`src/rtl/danger_spawner.sv`:
```
// danger_spawner: owns the three obstacle slots drawn by the danger renderer.
// Once per frame (frame_tick) while the game runs, every active obstacle scrolls
// left by `speed` pixels, obstacles that reach the left edge are retired, and a
// new obstacle is spawned into the lowest free slot after an LFSR-randomised gap.
//
// Ports:
//   clk              system clock
//   rst              asynchronous active-low reset
//   frame_tick       one-cycle pulse per video frame
//   start            one-cycle pulse: start / restart the game
//   crash            one-cycle pulse: dino collided
//   speed            scroll pixels per frame (0 = frozen motion)
//   new_danger_pos*  obstacle right-edge x per slot
//   danger_type*     obstacle kind per slot (5 = nothing)
//   danger_en*       slot active
//   state            0 idle, 1 run, 2 over
module danger_spawner #(
  parameter int unsigned SPAWN_X  = 700,
  parameter int unsigned INIT_GAP = 60,
  parameter int unsigned MIN_GAP  = 40,
  parameter logic [15:0] SEED     = 16'hACE1
) (
  input  logic       clk,
  input  logic       rst,
  input  logic       frame_tick,
  input  logic       start,
  input  logic       crash,
  input  logic [3:0] speed,
  output logic [9:0] new_danger_pos1,
  output logic [9:0] new_danger_pos2,
  output logic [9:0] new_danger_pos3,
  output logic [2:0] danger_type1,
  output logic [2:0] danger_type2,
  output logic [2:0] danger_type3,
  output logic       danger_en1,
  output logic       danger_en2,
  output logic       danger_en3,
  output logic [1:0] state
);

  localparam int unsigned NumSlots = 3;
  localparam int unsigned GapW     = 8;
  // An all-zero LFSR would lock up, so a zero seed is nudged to 1.
  localparam logic [15:0] SeedInit = (SEED == 16'h0000) ? 16'h0001 : SEED;
  localparam logic [2:0]  TypeNone = 3'd5;
  localparam logic [9:0]  SpawnPos = 10'(SPAWN_X);
  localparam logic [GapW-1:0] GapInit = GapW'(INIT_GAP);
  localparam logic [GapW-1:0] GapMin  = GapW'(MIN_GAP);

  typedef enum logic [1:0] {
    StIdle = 2'd0,
    StRun  = 2'd1,
    StOver = 2'd2
  } state_e;

  state_e                        state_q, state_d;
  logic [NumSlots-1:0][9:0]      pos_q, pos_d;
  logic [NumSlots-1:0][2:0]      dtype_q, dtype_d;
  logic [NumSlots-1:0]           en_q, en_d;
  logic [GapW-1:0]               gap_q, gap_d;
  logic [15:0]                   lfsr_q, lfsr_d;

  logic       lfsr_fb;
  logic [2:0] spawn_type;
  logic [9:0] speed_ext;
  logic       spawn_done;

  // x^16 + x^14 + x^13 + x^11 + 1, shifting towards the MSB.
  assign lfsr_fb    = lfsr_q[15] ^ lfsr_q[13] ^ lfsr_q[12] ^ lfsr_q[10];
  // Fold 5..7 onto the cactus kinds 2..4 so every spawn is a real obstacle.
  assign spawn_type = (lfsr_q[2:0] < 3'd5) ? lfsr_q[2:0] : (lfsr_q[2:0] - 3'd3);
  assign speed_ext  = {6'd0, speed};

  always_comb begin
    state_d    = state_q;
    pos_d      = pos_q;
    dtype_d    = dtype_q;
    en_d       = en_q;
    gap_d      = gap_q;
    lfsr_d     = lfsr_q;
    spawn_done = 1'b0;

    unique case (state_q)
      StIdle, StOver: begin
        // A coincident frame_tick is swallowed: entering the run only clears.
        if (start) begin
          state_d = StRun;
          en_d    = '0;
          pos_d   = '0;
          dtype_d = {NumSlots{TypeNone}};
          gap_d   = GapInit;
        end
      end
      StRun: begin
        if (crash) begin
          state_d = StOver;
        end else if (frame_tick) begin
          lfsr_d = {lfsr_q[14:0], lfsr_fb};

          for (int i = 0; i < NumSlots; i++) begin
            if (en_q[i]) begin
              if (pos_q[i] > speed_ext) begin
                pos_d[i] = pos_q[i] - speed_ext;
              end else begin
                en_d[i]    = 1'b0;
                dtype_d[i] = TypeNone;
                pos_d[i]   = '0;
              end
            end
          end

          if (gap_q != '0) begin
            gap_d = gap_q - GapW'(1);
          end else begin
            // Free means free before this tick, so a slot retiring now waits a tick.
            for (int i = 0; i < NumSlots; i++) begin
              if (!en_q[i] && !spawn_done) begin
                en_d[i]    = 1'b1;
                pos_d[i]   = SpawnPos;
                dtype_d[i] = spawn_type;
                spawn_done = 1'b1;
              end
            end
            // With every slot busy the gap stays at 0 so the next free slot fills at once.
            if (spawn_done) begin
              gap_d = GapMin + GapW'(lfsr_q[5:0]);
            end
          end
        end
      end
      default: begin
        state_d = StIdle;
      end
    endcase
  end

  always_ff @(posedge clk or negedge rst) begin
    if (!rst) begin
      state_q <= StIdle;
      pos_q   <= '0;
      dtype_q <= {NumSlots{TypeNone}};
      en_q    <= '0;
      gap_q   <= GapInit;
      lfsr_q  <= SeedInit;
    end else begin
      state_q <= state_d;
      pos_q   <= pos_d;
      dtype_q <= dtype_d;
      en_q    <= en_d;
      gap_q   <= gap_d;
      lfsr_q  <= lfsr_d;
    end
  end

  assign new_danger_pos1 = pos_q[0];
  assign new_danger_pos2 = pos_q[1];
  assign new_danger_pos3 = pos_q[2];
  assign danger_type1    = dtype_q[0];
  assign danger_type2    = dtype_q[1];
  assign danger_type3    = dtype_q[2];
  assign danger_en1      = en_q[0];
  assign danger_en2      = en_q[1];
  assign danger_en3      = en_q[2];
  assign state           = state_q;

endmodule
```
`config.mk`:
```
export PLATFORM = sky130hd
export DESIGN_NAME = danger_spawner
export DESIGN_NICKNAME = d
export VERILOG_FILES = /design/src/rtl/danger_spawner.sv
export SDC_FILE = /design/constraint.sdc
export NUM_CORES = 1
export LEC_CHECK = 0
export BUFFER_PORTS_ARGS = -buffer_cell sky130_fd_sc_hd__buf_2
export CELL_PAD_IN_SITES_DETAIL_PLACEMENT = 0
export CELL_PAD_IN_SITES_GLOBAL_PLACEMENT = 1
export CORE_ASPECT_RATIO = 1.5
export CORE_MARGIN = 2
export CORE_UTILIZATION = 40
export DETAILED_ROUTE_END_ITERATION = 7
export GPL_TIMING_DRIVEN = 0
export PLACE_DENSITY_LB_ADDON = 0.05
export SETUP_SLACK_MARGIN = 0.1
export SYNTH_ARGS = -nofsm -noshare
export SYNTH_HDL_FRONTEND = slang
export SYNTH_SLANG_ARGS = --single-unit
```
`constraint.sdc`:
```
create_clock -name clk -period 2.2 [get_ports clk]
set_input_delay 0.55 -clock clk [delete_from_list [all_inputs] [get_ports clk]]
set_output_delay 0.55 -clock clk [all_outputs]
set_load 0.01 [all_outputs]
```
==> flow_summary.yaml <==
run_status:
  run_status: "finished with violations"
  failed_checks: "setup timing"
synth:
  synth_cells: 446
  synth_cell_types: 66
  yosys.area.top_type: "dfrtp_1"
  syn_nets: 474
  synth.area.top_cells: "dfrtp_1 31%, dfstp_2 12%, nand2_1 6.6%, ha_1 4.9%, o21ai_0 4.2%"
  synth-seq-cells: 68
  synth_ff_type: "dfrtp_1"
  synth_top_area_share_pct: 30.9
  syn_area_um2: 4050
  async_flop_share_pct: 100
  ys_seq_area_share_pct: 42.6
  synth_edf_count: 0
  yosysWarnings: 0
  syn_area_per_cell_um2: 9.07
global_route:
  grt_overflow: 0
  grt_pass1_wl_um: 19600
  grt_pass1_vias: 3716
  grt_util_met3_pct: 3.94
  grt.met2_usage_pct: 39.7
  busiest_layer: "met2"
  antenna_found_initial: 0
  grtUsageMet1_pct: 28.5
  grt_usage_pct: 22.9
  grt_max_degree: 38
routing:
  ant_nets: 0
  wl_per_cell_um: 18.4
  drcViolationCount: 0
  wirelength_um: 12100
  drtIter0Drc: 154
  via_count: 3737
  first_pass_iters: 4
  via_per_inst: 5.71
critical_path:
  start_kind: "flip-flop"
  end_kind: "flip-flop"
  cp.arrival_ns: 2.51
  critPathRequiredTime_ns: 2.42
  r2r_slack_ns: -0.09
  reg2regPathDepth: 10
  cp_max_fo: 5
  r2r_start: "new_danger_pos3[0]$_DFFE_PN0P_"
  rr_endpoint: "new_danger_pos3[9]$_DFFE_PN0P_"
  worstSetupPathType: "reg2reg"
timing:
  whs_ns: 0.160
  post-route-min-period_ns: 2.29
  max_freq_mhz: 437
  rsz0062_at_grt: "yes"
  maxSlewHeadroom_pct: 51.4
  finalHoldViolations: 0
  setup_viol: 8
  worstMarginPinSlew_ns: 0.724
  finalCritPeriodShare_pct: 104
  finalMaxSlewViolations: 0
  setup_slack_ns: -0.0902
  fin_skew_ns: 0.00582
layout:
  n_antenna_cell: 0
  ff_latch_area_um2: 1730
  area_growth_pct: 32.7
  multi_input_area_um2: 2490
  drive_gt1_share_pct: 34.8
  final_area_um2: 5370
  nNetsFinal: 561
  nFillCells: 941
  finalNonFillerCells: 655
clocking:
  cts_tree: "yes"
  cts_buffer_depth: 2
  root_buffer: "clkbuf_16"
  ctsHoldBuffers: 0
  cts_htree_levels: 3
  cts_inserted_buffers: 9
  clk_latency_ns: 0.33
  path_clk_slew_ns: 0.06
  cts_sinks: 68
power_and_ir_drop:
  ir_drop_uv: 460
  p_comb_share_pct: 18.8
  swShare_pct: 28.9
  clkPwrFrac_pct: 42.4
  leakage_nw: 2.39
  pwr_density_cell_nw_per_um2: 711
  seq_power_share_pct: 38.8
  internal-power_mw: 2.71
  switching_power_mw: 1.10
floorplan:
  ios: 53
  die-width_um: 86.1
  initial_core_util_pct: 40.6
  die_h_um: 127
  rows: 45
  core_um2: 9970
  dieArea_um2: 10900
place:
  portBuffers: 52
  dpl_cell_area_um2: 4540
  place_ws_ns: -0.477
  dpl.cell_count: 616
  place.gp.congestion: 0.811
  dp_hpwl_um: 8750
min_path:
  hp-class: "in2async"
flow_run:
  drv_cap: 0
## power by group through the flow
stage	Combinational, mW	Sequential, mW	Clock (mW)
finish	0.719	1.48	1.62
global route	0.810	1.49	1.71
CTS	0.689	1.48	1.65
detailed placement	0.641	1.50	0
global placement	0.627	1.50	0
floorplan	0.436	1.48	0
## kinds of logic (layout without fill, tap and decap cells)
logic type	Yosys count	after routing	share of synthesized area, %
adders and majority gates	19	19	6.43
AOI/OAI and AO/OA	143	143	23.5
and+or+nand+nor	167	167	21.5
xor gates and xnor gates	10	10	2.17
buffers and inverters	39	131	3.77
DFF	68	68	42.6
## worst max-delay path: stages, from the launching register on
cell	delay, ns
dfrtp_1	0.39
inv_2	0.08
ha_4	0.13
inv_2	0.04
fa_2	0.36
a211o_1	0.29
a311o_1	0.29
o21ai_2	0.19
buf_6	0.15
nor3b_1	0.05
a211o_1	0.22
## per-stage QoR
step	total power, mW	util (%)	setup TNS (ns)
after global routing	4.01	53.8	-1.56
after floorplan	1.91	-	-0.625
after global placement	2.12	45.4	-17.84
after CTS	3.82	51.8	-0.466
final	3.82	53.8	-0.329
after detailed placement	2.14	45.6	-18.73
## registers in the layout, indices dropped and copies added, names as in the netlist, 3 cells and up
signal,count
danger_type1,3
danger_type2,3
danger_type3,3
en_q,3
gap_q,8
lfsr_q,16
new_danger_pos1,10
new_danger_pos2,10
new_danger_pos3,10
## cell usage in the layout, fill, tap and decap left out, types with 12 or more instances in the layout
master,n
buf_4,18
dfrtp_1,49
inv_1,17
a21oi_1,26
ha_1,12
o21ai_0,24
dfstp_2,18
nand2_1,66
buf_2,51
nor2_1,25
## routing by layer
layer	wire, um	part of all wire [%]	up-vias
met3	405	3.4	17
met1	5020	42	1851
li1	-	-	1792
met5	0	0	-
met4	280	2.3	0
met2	6370	53	77
## what timing repair did
action	in CTS	in global routing
hold endpoints to repair	0	0
setup buffers	20	3
pin swaps	16	16
resized for setup	33	45
gates cloned	1	0
setup endpoints to repair	59	60
## Yosys cell counts, types with 4 or more instances
master and instances:
a211o_1 6, a21oi_1 30, nand4_1 4, nand2_1 71, ha_1 16, or3_1 5, o22a_1 5, o2bb2ai_1 4
nor2_1 25, o211ai_1 5, clkbuf_1 9, o21a_1 7, a31oi_1 8, dfrtp_1 50, inv_1 25, dfstp_2 18
a2bb2oi_1 4, o31ai_1 4, xnor2_1 7, a21o_1 8, nand3_1 10, nor3_1 12, nor2b_1 5, nand2b_1 6
o21ai_0 34
## worst max path at each step
stage / startpoint / cells past startpoint / endpoint / slack, ns
after global routing: new_danger_pos3[0]$_DFFE_PN0P_ / 10 / new_danger_pos3[9]$_DFFE_PN0P_ / -0.19
after CTS: new_danger_pos3[0]$_DFFE_PN0P_ / 10 / new_danger_pos3[9]$_DFFE_PN0P_ / -0.1
after detailed placement: speed[0] / 10 / new_danger_pos3[9]$_DFFE_PN0P_ / -0.48
after floorplan: speed[0] / 9 / new_danger_pos3[9]$_DFFE_PN0P_ / -0.13
after global placement: speed[0] / 10 / danger_type3[2]$_DFFE_PN1P_ / -0.47
final: new_danger_pos3[0]$_DFFE_PN0P_ / 10 / new_danger_pos3[9]$_DFFE_PN0P_ / -0.09
## area by class of cell
type | count | share of cell area, %
inverter | 25 | 1.82
clock buffer | 11 | 4.71
buffer | 13 | 1.26
clock inverter | 5 | 1.56
tap | 117 | 2.73
sequential | 68 | 32.2
timing repair buffer | 77 | 9.40
multi-input combinational | 339 | 46.4
No activity file was read; power rests on OpenSTA's default activity.
